$ cat src/rtl/systolic_feed_ctrl.sv
// Multi-column systolic feeder. Drains per-column FIFOs on a fixed skewed slot
// schedule, inserts zero bubbles, flags underflow and pulses o_done at frame end.

module systolic_feed_lane #(
    parameter int DW   = 32,
    parameter int TW   = 1,
    parameter int OFF  = 0,
    parameter int LAST = 0,
    parameter int P    = 1
) (
    input  logic          i_clk,
    input  logic          i_rst,
    input  logic          i_feed,
    input  logic [TW-1:0] i_t,
    input  logic          i_empty,
    input  logic [DW-1:0] i_data,
    input  logic          i_data_valid,
    output logic          o_rden,
    output logic          o_miss,
    output logic [DW-1:0] o_data,
    output logic          o_data_valid
);
    int            u;
    logic          slot;
    logic [DW-1:0] data_q;
    logic          vld_q;

    always_comb begin
        u    = int'(i_t) - OFF;
        slot = i_feed && (u >= 0) && (u <= LAST) && ((u % P) == 0);
    end

    // Reads are suppressed during reset so nothing arrives after an abort.
    assign o_rden = slot && !i_empty && !i_rst;
    assign o_miss = slot && i_empty;

    always_ff @(posedge i_clk) begin
        if (i_rst) begin
            data_q <= '0;
            vld_q  <= 1'b0;
        end else begin
            vld_q  <= i_data_valid;
            data_q <= i_data_valid ? i_data : '0;
        end
    end

    assign o_data       = data_q;
    assign o_data_valid = vld_q;
endmodule

module systolic_feed_ctrl #(
    parameter int COL        = 4,
    parameter int ROW        = 9,
    parameter int DW         = 32,
    parameter int GAP        = 1,
    parameter int SKEW       = 1,
    parameter bit AUTO_START = 1'b0
) (
    input  logic              i_clk,
    input  logic              i_rst,
    input  logic              i_trigger,
    input  logic [COL-1:0]    i_fifo_empty,
    input  logic [COL*DW-1:0] i_data,
    input  logic [COL-1:0]    i_data_valid,
    output logic [COL-1:0]    o_fifo_read_enable,
    output logic              o_select,
    output logic [COL*DW-1:0] o_data,
    output logic [COL-1:0]    o_data_valid,
    output logic              o_busy,
    output logic              o_done,
    output logic              o_underflow
);
    localparam int P     = GAP + 1;
    localparam int LAST  = (ROW - 1) * P;
    localparam int T_END = (COL - 1) * SKEW + LAST;
    localparam int TW    = (T_END < 1) ? 1 : $clog2(T_END + 1);
    localparam logic [TW-1:0] T_LAST = TW'(T_END);

    typedef enum logic [1:0] {S_IDLE, S_FEED, S_DRAIN, S_DONE} state_t;

    state_t         state_q, state_d;
    logic [TW-1:0]  t_q, t_d;
    logic           drn_q, drn_d;
    logic           pend_q, pend_d;
    logic           uf_q, uf_d;
    logic           start;
    logic           feed;
    logic [COL-1:0] miss;

    assign feed = (state_q == S_FEED);

    always_comb begin
        state_d = state_q;
        t_d     = t_q;
        drn_d   = drn_q;
        pend_d  = pend_q;
        uf_d    = uf_q | (|miss);
        start   = 1'b0;
        case (state_q)
            S_IDLE: begin
                start = (i_trigger || pend_q || AUTO_START) && (i_fifo_empty == '0);
                if (start) begin
                    state_d = S_FEED;
                    t_d     = '0;
                    pend_d  = 1'b0;
                    uf_d    = 1'b0;
                end else if (i_trigger && (|i_fifo_empty)) begin
                    pend_d = 1'b1;
                end
            end
            S_FEED: begin
                if (t_q == T_LAST) begin
                    state_d = S_DRAIN;
                    t_d     = '0;
                    drn_d   = 1'b0;
                end else begin
                    t_d = t_q + TW'(1);
                end
            end
            // Two drain cycles carry the last read through i_data_valid and o_data.
            S_DRAIN: begin
                if (drn_q) state_d = S_DONE;
                else       drn_d   = 1'b1;
            end
            S_DONE:  state_d = S_IDLE;
            default: state_d = S_IDLE;
        endcase
    end

    always_ff @(posedge i_clk) begin
        if (i_rst) begin
            state_q <= S_IDLE;
            t_q     <= '0;
            drn_q   <= 1'b0;
            pend_q  <= 1'b0;
            uf_q    <= 1'b0;
        end else begin
            state_q <= state_d;
            t_q     <= t_d;
            drn_q   <= drn_d;
            pend_q  <= pend_d;
            uf_q    <= uf_d;
        end
    end

    for (genvar c = 0; c < COL; c++) begin : g_lane
        systolic_feed_lane #(
            .DW(DW), .TW(TW), .OFF(c * SKEW), .LAST(LAST), .P(P)
        ) u_lane (
            .i_clk        (i_clk),
            .i_rst        (i_rst),
            .i_feed       (feed),
            .i_t          (t_q),
            .i_empty      (i_fifo_empty[c]),
            .i_data       (i_data[c*DW +: DW]),
            .i_data_valid (i_data_valid[c]),
            .o_rden       (o_fifo_read_enable[c]),
            .o_miss       (miss[c]),
            .o_data       (o_data[c*DW +: DW]),
            .o_data_valid (o_data_valid[c])
        );
    end

    assign o_select    = (state_q == S_FEED) || (state_q == S_DRAIN);
    assign o_busy      = (state_q != S_IDLE);
    assign o_done      = (state_q == S_DONE);
    assign o_underflow = uf_q;
endmodule

$ cat config.mk
export PLATFORM = sky130hd
export DESIGN_NAME = systolic_feed_ctrl
export DESIGN_NICKNAME = d
export VERILOG_FILES = /design/src/rtl/systolic_feed_ctrl.sv
export SDC_FILE = /design/constraint.sdc
export NUM_CORES = 1
export LEC_CHECK = 0
export BUFFER_PORTS_ARGS = -buffer_cell sky130_fd_sc_hd__buf_2
export CAP_MARGIN = 10
export CORE_AREA = 2 2 108 110
export DETAILED_ROUTE_END_ITERATION = 10
export DIE_AREA = 0 0 110 112
export PLACE_DENSITY = 0.86
export SLEW_MARGIN = 10
export SYNTH_ARGS = -nofsm -noshare
export SYNTH_HDL_FRONTEND = slang
export SYNTH_HIERARCHICAL = 1
export SYNTH_SLANG_ARGS = --single-unit
$ cat constraint.sdc
create_clock -name i_clk -period 3.5 [get_ports i_clk]
set_input_delay 0.35 -clock i_clk [delete_from_list [all_inputs] [get_ports i_clk]]
set_output_delay 0.35 -clock i_clk [all_outputs]
set_load 0.02 [all_outputs]
==> results by group, run 1 <==
Detailed routing
  – First-pass DRT Iterations: 4
  – Vias per std cell: 4.28
  – Routed WL: 11.0 mm
  – Routed via count: 3467
  – Count of routing violations after the opening detailed-route iteration: 126
  – Remaining antenna violation count after routing: 0
  – Post-detailed-route wirelength per cell: 13.5 µm
  – Post-route DRC: 0

Finish
  – Layout cell share with drive strength beyond 1: 48.4%
  – Filler cells: 963
  – Post-route insts no fill: 810
  – Most used cells in the layout excluding fill and tap cells: sky130_fd_sc_hd__buf_2 (278), sky130_fd_sc_hd__dfxtp_1 (142), sky130_fd_sc_hd__and2_1 (128)
  – Area Overhead vs Synth: 46.7%
  – Multi-input gate area in the final layout: 1420 µm²
  – Net count, final: 801
  – Area taken by flip-flops and latches: 2840 µm²
  – Most common cell after layout, fill and taps aside: sky130_fd_sc_hd__buf_2
  – Number of antenna cells inserted: 0

Pwr
  – Power Total: 3.81 mW
  – Switching part of the total: 24.0%
  – Ratio of total power to cell area: 592 nW/µm²
  – Power share of the sequential group: 45.0%
  – Total leakage power: 3.28 nW
  – Part of the power in the clock network: 43.7%
  – Reported net switching power: 0.916 mW
  – Max VDD drop: 0.430 mV
  – Internal power: 2.90 mW
  – Combinational Power Share: 11.2%

Synthesis
  – Post-synthesis sequential area ratio: 64.8%
  – Async set or reset register ratio after synthesis: 0%
  – Net Count, Synth: 517
  – Yosys Warn Count: 6
  – Mapped Cells: 371
  – Synthesis-stage register bit count: 142
  – Distinct cell type count after synthesis: 43
  – Post-synthesis instance area: 4390 µm²
  – Synth Flop Type: sky130_fd_sc_hd__dfxtp_1
  – Number of enable-type register cells in the synthesized netlist: 0
  – Mean post-synth cell area: 11.8 µm²

Clock network
  – TritonCTS sink count: 142
  – Clock tree root driver cell: sky130_fd_sc_hd__clkbuf_16
  – PostCTS Resize Cnt: 0
  – Post CTS Setup Buffer Count: 0
  – Number of hold buffers added after cts: 0
  – CTS clock-pin slew for the worst setup and hold paths: 0.06 ns
  – Maximum clock insertion buffer count: 2
  – Source-to-sink clock delay at the later pin of the worst-skew pair: 0.40 ns
  – Number of buffers created by CTS: 17
  – Clock H-tree levels: 4
  – Clock tree from TritonCTS: yes

Global route
  – Number of global-route vias before repair: 3412
  – Largest net degree at the start of global routing: 34
  – Antenna violations before repair: 0
  – Wire length of the first global-routing pass: 16.2 mm
  – GRT Util Overall: 17.5%
  – Leftover overflow at the end of global routing: 0

STA
  – RSZ-0062 raised after global routing: false
  – Final count of hold timing violations: 0
  – Relative max-transition margin: 60.3%
  – Post-layout minimum cycle time: 2.41 ns
  – Finish-stage setup viols: 0
  – Measured slew at the worst slew-check pin: 0.594 ns
  – Post-Route Skew: 0.00492 ns
  – Share of the clock period used by the worst path: 68.9%
  – Setup TNS Final: 0 ns
  – Slew Viols, Final: 0
  – Final worst slack: 1.09 ns
  – Maximum clock frequency: 0.414 GHz

Floorplan
  – Row count: 39
  – Core Region: 11200 µm²
  – Width of the die: 110 µm
  – Number of I/O pins: 279
  – Die height: 112 µm
  – Total Die Area: 12300 µm²
  – Starting density of the core: 39.3%

Placed design
  – Post-Place Cells: 779
  – Routability Congestion: 0.753
  – Number of buffers added on ports: 278
  – DP Worst Slack: 1.46 ns
  – Detailed Place HPWL: 8.22 mm

Worst setup path
  – Worst Setup Start Kind: flop
  – Data required time of the worst path: 3.15 ns
  – Slack of the worst reg-to-reg path: 1.45 ns
  – Delay-heaviest family, CP: adder cells
  – Crit Path Category: flop to output port
  – Largest driver fanout on the critical path: 11
  – Standard cell with the maximum stage delay on the critical path: sky130_fd_sc_hd__ha_1
  – CP Data Arrival Time: 2.06 ns
  – CP Cell Sequence: inv_1 > ha_1 > o311ai_0 > nor4b_1 > buf_2
  – Max incr delay on CP: 0.42 ns
  – Worst Path Buf+Inv: 2
  – Endpoint type of the worst setup path: output port

Outcome
  – Status: finished, final reports clean

Min path
  – Hold Path Class: input port to flop

Job
  – Max-cap check violation count: 0
==> power by group through the flow <==
stage                     registers [mW]  logic, mW  clock network (mW)
after floorplan                     1.83      0.170                   0
after global placement              1.75      0.421                   0
after detailed placement            1.75      0.430                   0
after CTS                           1.72      0.433                1.71
after global routing                1.73      0.467                1.79
final                               1.72      0.428                1.67
==> registers in the layout, indices dropped and copies added (netlist names) <==
name and cells:
pend_q 1, state_q 2, t_q 5, g_lane.u_lane/o_data_valid 4
g_lane.u_lane/o_data 128, drn_q 1, o_underflow 1
==> path summary, 6_finish.rpt <==
kind | start | end | depth (start not counted)
max | state_q[1] | o_fifo_read_enable[2] | 5
min | i_data[80] | g_lane[2].u_lane/o_data[16] | 2
max reg2reg | t_q[2] | o_underflow | 8
min reg2reg | drn_q | drn_q | 2
==> kinds of logic after synthesis <==
kind of cell,share of synthesized area [%]
multiplexers,0.228
AO/OA/AOI/OAI,4.25
flip-flops,64.8
XOR/XNOR,0.200
adder cells (fa/ha/maj),2.00
AND/OR/NAND/NOR,25.8
buffers and inverters,2.77
==> Yosys cell counts (all sizes together) (2+ instances only) <==
master | n | share of area [%]
dfxtp | 142 | 65
and2 | 128 | 18
inv | 11 | 0.94
a21oi | 7 | 0.80
clkbuf | 7 | 0.71
ha | 7 | 2.0
nor2 | 7 | 0.60
buf | 6 | 1.1
nand2 | 5 | 0.43
nor3 | 5 | 0.57
nor4b | 4 | 1.1
o21ai | 4 | 0.71
nor2b | 3 | 0.94
nor4 | 3 | 0.86
or3 | 3 | 0.43
nand2b | 2 | 0.29
nand3 | 2 | 0.34
nand3b | 2 | 0.34
nor3b | 2 | 0.34
o31a | 2 | 0.40
o32ai | 2 | 0.40
or4 | 2 | 0.43
==> layer usage <==
| layer | global-route usage (%) | routed length, µm | vias to the layer above | part of all wire [%] |
|---|---|---|---|---|
| li1 | - | - | 1758 | - |
| met1 | 17.3 | 3950 | 1535 | 36 |
| met3 | 6.85 | 1040 | 16 | 9.5 |
| met2 | 31.5 | 5780 | 158 | 53 |
| met4 | 7.68 | 190 | 0 | 1.7 |
| met5 | 0 | 0 | - | 0 |
==> area by class of cell <==
cell class,count,area share [%]
clock buffers,22,7.37
clock inverters,9,1.32
inverters,11,0.641
multi-input cells,205,22.1
flip-flops and latches,142,44.2
well taps,143,2.78
repair buffers,278,21.6
==> per-stage QoR <==
stage	util, %	hold slack, ns	cell area [µm²]
finish	57.6	0.139	6440
global route	57.6	0.124	6440
CTS	57.6	0.117	6440
detailed placement	52.6	0.503	5880
global placement	52.6	0.493	5880
floorplan	-	0.454	4390
Note: power is estimated with default switching activity, not from simulation.
==> run 2: changes to the inputs <==
- CORE_AREA: 2 2 108 110 -> unset
- CORE_ASPECT_RATIO: unset -> 0.7
- CORE_MARGIN: unset -> 1.5
- CORE_UTILIZATION: unset -> 38
- DIE_AREA: 0 0 110 112 -> unset
- PLACE_DENSITY: 0.86 -> 0.87
- clock period: 3.5 -> 2 ns (I/O delays scaled with it)
==> run 2 against run 1 <==
Die area shrank 0.88%. Largest power group is now the clock network. Clock-buffer cell count shrank 5. The run now ends with negative setup slack left. Core utilization grew 13 points.
==> results by group, run 2 (same netlist as run 1, synthesis figures left out) <==
Outcome
  – Status: finished with violations
  – Violations in the final reports: negative setup slack

STA
  – Measured slew at the worst slew-check pin: 0.582 ns
  – Finish-stage setup viols: 1
  – Setup TNS Final: -0.00535 ns
  – Post-layout minimum cycle time: 2.01 ns
  – Final worst slack: -0.00535 ns
  – Post-Route Skew: 0.00866 ns
  – Final count of hold timing violations: 0
  – Slew Viols, Final: 0
  – Maximum clock frequency: 0.499 GHz
  – Relative max-transition margin: 61.2%
  – Share of the clock period used by the worst path: 100%
  – RSZ-0062 raised after global routing: true
  – Smallest hold slack: 0.0105 ns

Clock network
  – Number of buffers created by CTS: 17
  – Source-to-sink clock delay at the later pin of the worst-skew pair: 0.41 ns
  – Maximum clock insertion buffer count: 2
  – Clock tree from TritonCTS: yes
  – TritonCTS sink count: 142
  – Clock H-tree levels: 4
  – CTS clock-pin slew for the worst setup and hold paths: 0.07 ns
  – Clock tree root driver cell: sky130_fd_sc_hd__clkbuf_16

Finish
  – Most used cells in the layout excluding fill and tap cells: sky130_fd_sc_hd__buf_2 (275), sky130_fd_sc_hd__dfxtp_1 (137), sky130_fd_sc_hd__and2_1 (128)
  – Multi-input gate area in the final layout: 1480 µm²
  – Area Overhead vs Synth: 79.0%
  – Most common cell after layout, fill and taps aside: sky130_fd_sc_hd__buf_2
  – Net count, final: 935
  – Number of antenna cells inserted: 0
  – Layout cell share with drive strength beyond 1: 43.5%
  – Area taken by flip-flops and latches: 2850 µm²
  – Filler cells: 698
  – Max FFs per register: 128
  – Final Instance Area: 7860 µm²

Detailed routing
  – Routed WL: 16.4 mm
  – Post-detailed-route wirelength per cell: 17.1 µm
  – Post-route DRC: 0
  – First-pass DRT Iterations: 4
  – Vias per std cell: 4.56
  – Routed via count: 4354
  – Count of routing violations after the opening detailed-route iteration: 269
  – Remaining antenna violation count after routing: 0

Worst setup path
  – Standard cell with the maximum stage delay on the critical path: sky130_fd_sc_hd__dfxtp_4
  – Crit Path Category: flop to output port
  – CP Data Arrival Time: 1.81 ns
  – CP Cell Sequence: buf_4 > o21ai_0 > a21oi_1 > nor4b_2 > buf_4
  – Data required time of the worst path: 1.80 ns
  – Worst Setup Start Kind: flop
  – Endpoint type of the worst setup path: output port
  – Largest driver fanout on the critical path: 4
  – CP dominant cell by count: sky130_fd_sc_hd__buf_4
  – Max incr delay on CP: 0.35 ns

Floorplan
  – Row count: 32
  – Starting density of the core: 39.4%
  – Number of I/O pins: 279
  – Die height: 92.9 µm
  – Width of the die: 131 µm
  – Total Die Area: 12200 µm²
  – Core Region: 11100 µm²

Placed design
  – DP Worst Slack: 0.0390 ns
  – Number of buffers added on ports: 278
  – Placed standard-cell area: 5920 µm²
  – Detailed Place HPWL: 8.06 mm
  – Routability Congestion: 0.829

Pwr
  – Max VDD drop: 0.675 mV
  – Total leakage power: 3.87 nW
  – Ratio of total power to cell area: 912 nW/µm²

Global route
  – Wire length of the first global-routing pass: 24.0 mm
  – Largest net degree at the start of global routing: 34
  – Met2 global-route usage: 44.2%
  – GRT Util Overall: 25.7%
  – Met1 usage: 27.0%
  – Leftover overflow at the end of global routing: 0
  – Most used routing layer in global routing: met2
  – Antenna violations before repair: 0
  – Met3 global-route usage: 10.1%
  – Number of global-route vias before repair: 4570

Job
  – Max-cap check violation count: 0

Min path
  – Hold Path Class: input port to flop
run 2: cell count changes in the layout (fill, tap and decap cells not counted), sizes merged:
cell / before / now
clkinvlp: 3 / 4
buf: 278 / 288
inv: 12 / 19
clkbuf: 22 / 17
dlygate4sd3: 0 / 124
clkinv: 4 / 2
run 2: per-layer routing:
| metal | up-vias | wire, µm |
|---|---|---|
| li1 | 2035 | - |
| met1 | 2014 | 6110 |
| met2 | 240 | 8080 |
| met3 | 65 | 1340 |
| met4 | 0 | 827 |
| met5 | - | 0 |
run 2: per-stage QoR:
step	total power, mW	util (%)	cells
2_1_floorplan	3.50	-	371
4_1_cts	7.09	69.6	948
6_report	7.17	70.6	955
3_5_place_dp	3.82	53.2	793
3_3_place_gp	3.81	53.2	793
5_1_grt	7.42	70.6	955
run 2: report_power, final:
part	total, mW	internal, mW	switching (mW)
clock	3.11	1.75	1.36
combinational	1.04	0.506	0.534
sequential	3.02	2.96	0.0589
run 2: cell type report:
cell class	count	share of cell area, %
inverters	11	0.526
multi-input cells	205	18.8
clock inverters	15	1.90
well taps	153	2.44
flip-flops and latches	142	36.3
clock buffers	17	5.41
repair buffers	412	34.6
run 2: critical path, delay by kind of cell (launching register included):
| kind | cells | cell delay (ns) |
|---|---|---|
| AOI/OAI and AO/OA | 2 | 0.44 |
| DFF | 1 | 0.35 |
| buffers and inverters | 2 | 0.34 |
| and+or+nand+nor | 1 | 0.27 |
run 2: worst paths after layout:
check	from	endpoint	slack (ns)	cells after the start
max	t_q[2]	o_fifo_read_enable[2]	-0.005	5
min	i_data[52]	g_lane[1].u_lane/o_data[20]	0.01	2
max reg2reg	t_q[2]	o_underflow	0.03	8
min reg2reg	drn_q	drn_q	0.52	2
run 2: timing repair:
item / CTS / global route
hold buffers: 123 / 1
pin swaps: 1 / 5
endpoints found under the hold margin: 123 / 1
resized for setup: 6 / 16
setup buffers: 0 / 6
setup endpoints to repair: 4 / 7
==> run 3: changes to the inputs <==
- HOLD_SLACK_MARGIN: unset -> 0.02
- PLACE_DENSITY: 0.87 -> 0.78
==> run 3 against run 2 <==
The run now ends clean. Cell count fell by 0.42%. Clock power up 5%. Combinational power barely moved. Die area is the same. First-iteration DRC count is 55% lower. Critical path depth is the same. Clock skew fell by 0.00060 ns. Wire length is 7.7% lower. Design area increased by 0.13%.
==> results by group, run 3 (same netlist as run 1, synthesis figures left out) <==
Global route
  – Met1 usage: 25.4%
  – GRT Util Overall: 24.9%
  – Met3 global-route usage: 10.1%
  – Antenna violations before repair: 1
  – Wire length of the first global-routing pass: 23.6 mm
  – Number of global-route vias before repair: 4685
  – Met2 global-route usage: 45.4%
  – Largest net degree at the start of global routing: 34
  – Leftover overflow at the end of global routing: 0
  – Most used routing layer in global routing: met2

Placed design
  – Routability Congestion: 0.786
  – Number of buffers added on ports: 278
  – DP Worst Slack: 0.0959 ns
  – Placed standard-cell area: 5920 µm²
  – Detailed Place HPWL: 8.56 mm

Clock network
  – Post CTS Setup Buffer Count: 0
  – TritonCTS sink count: 142
  – CTS clock-pin slew for the worst setup and hold paths: 0.06 ns
  – Clock H-tree levels: 4
  – Clock tree from TritonCTS: yes
  – Source-to-sink clock delay at the later pin of the worst-skew pair: 0.40 ns
  – Clock tree root driver cell: sky130_fd_sc_hd__clkbuf_16
  – Maximum clock insertion buffer count: 2
  – Number of buffers created by CTS: 17

Floorplan
  – Row count: 32
  – Total Die Area: 12200 µm²
  – Number of I/O pins: 279
  – Width of the die: 131 µm
  – Starting density of the core: 39.4%
  – Core Region: 11100 µm²
  – Die height: 92.9 µm

Detailed routing
  – First-pass DRT Iterations: 4
  – Post-detailed-route wirelength per cell: 15.9 µm
  – Count of routing violations after the opening detailed-route iteration: 122
  – Vias per std cell: 4.50
  – Post-route DRC: 0
  – Routed via count: 4276
  – Routed WL: 15.1 mm
  – Remaining antenna violation count after routing: 0

Worst setup path
  – Worst Path Buf+Inv: 2
  – Worst Setup Start Kind: flop
  – Max incr delay on CP: 0.32 ns
  – Reg-to-Reg Start: t_q[0]
  – Largest driver fanout on the critical path: 12
  – Path depth of the worst reg2reg path: 5
  – Endpoint type of the worst setup path: output port
  – Reg-to-reg endpoint: state_q[0]
  – Delay-heaviest family, CP: buffers and inverters
  – Data required time of the worst path: 1.80 ns
  – Standard cell with the maximum stage delay on the critical path: sky130_fd_sc_hd__dfxtp_2
  – CP Cell Sequence: buf_4 > o21ai_0 > a21oi_2 > nor4b_2 > buf_4
  – CP Data Arrival Time: 1.74 ns
  – Slack of the worst reg-to-reg path: 0.08 ns
  – Crit Path Category: flop to output port
  – CP dominant cell by count: sky130_fd_sc_hd__buf_4

STA
  – Share of the clock period used by the worst path: 97.0%
  – Final worst slack: 0.0600 ns
  – Post-Route Skew: 0.00806 ns
  – Relative max-transition margin: 60.7%
  – Slew Viols, Final: 0
  – Maximum clock frequency: 0.515 GHz
  – Finish-stage setup viols: 0
  – Final count of hold timing violations: 0
  – Measured slew at the worst slew-check pin: 0.588 ns
  – Post-layout minimum cycle time: 1.94 ns

Outcome
  – Status: finished, final reports clean

Finish
  – Max FFs per register: 128
  – Most used cells in the layout excluding fill and tap cells: sky130_fd_sc_hd__buf_2 (277), sky130_fd_sc_hd__dfxtp_1 (138), sky130_fd_sc_hd__and2_1 (128)
  – Layout cell share with drive strength beyond 1: 43.2%
  – Core utilization of the finished layout: 70.7%
  – Net count, final: 930
  – Most common cell after layout, fill and taps aside: sky130_fd_sc_hd__buf_2
  – Final Instance Area: 7870 µm²
  – Area Overhead vs Synth: 79.3%

Min path
  – Number of cells on the worst hold path: 2
  – Hold_sp: i_data[9]
  – Hold Path Class: input port to flop
  – Worst hold path endpoint: g_lane[0].u_lane/o_data[9]

Job
  – Max-cap check violation count: 0

Pwr
  – Max VDD drop: 0.710 mV
  – Ratio of total power to cell area: 926 nW/µm²
  – Power Total: 7.28 mW
  – Total leakage power: 3.88 nW
run 3: cell types whose count changed in the layout (fill, tap and decap cells not counted), sizes merged:
cell / change
buf: -6
bufinv: +2
clkbuf: +1
clkinv: +4
clkinvlp: -3
diode: +1
dlygate4sd3: +1
inv: -4
run 3: worst max-delay path by stage:
stage,slack [ns],from,cells past startpoint,end
detailed placement,0.1,t_q[2],7,o_underflow
CTS,0.006,t_q[1],6,o_fifo_read_enable[2]
finish,0.06,t_q[2],5,o_fifo_read_enable[2]
global route,-0.01,t_q[2],5,o_fifo_read_enable[2]
floorplan,0.03,t_q[2],5,o_fifo_read_enable[2]
global placement,0.18,t_q[2],7,o_underflow
run 3: where the power goes:
group / switching (mW) / leakage, nW / internal, mW
Clock: 1.23 / 0.305 / 2.03
Sequential: 0.0543 / 1.17 / 2.96
Combinational: 0.521 / 2.41 / 0.490
Total: 1.81 / 3.88 / 5.47
run 3: what timing repair did:
action | CTS | global route
endpoints found under the hold margin | 124 | 1
hold buffers | 124 | 1
gates cloned | 0 | 0
gates resized for setup | 6 | 12
pin swaps | 3 | 5
endpoints found under the setup margin | 1 | 7
run 3: metal layers:
metal  wire [µm]  share of wire, %  vias up
met3        1150               7.6       40
met4         469               3.1        2
met2        7690                51      207
met1        5790                38     2002
li1            -                 -     2025
met5          12             0.079        -
run 3: cell type report:
cell class,count,area (µm²)
clock buffer,18,439
timing repair buffer,407,2680
clock inverter,14,183
fill,764,3260
antenna,1,2.50
sequential,142,2850
tap,153,191
multi-input combinational,205,1490
inverter,11,41.3
run 3: through the flow:
step	hold WS, ns	setup TNS (ns)	std cells
2_1_floorplan	0.304	0	371
5_1_grt	0.0268	-0.0132	950
6_report	0.0459	0	951
3_3_place_gp	0.399	0	793
3_5_place_dp	0.401	0	793
4_1_cts	0.0202	0	949
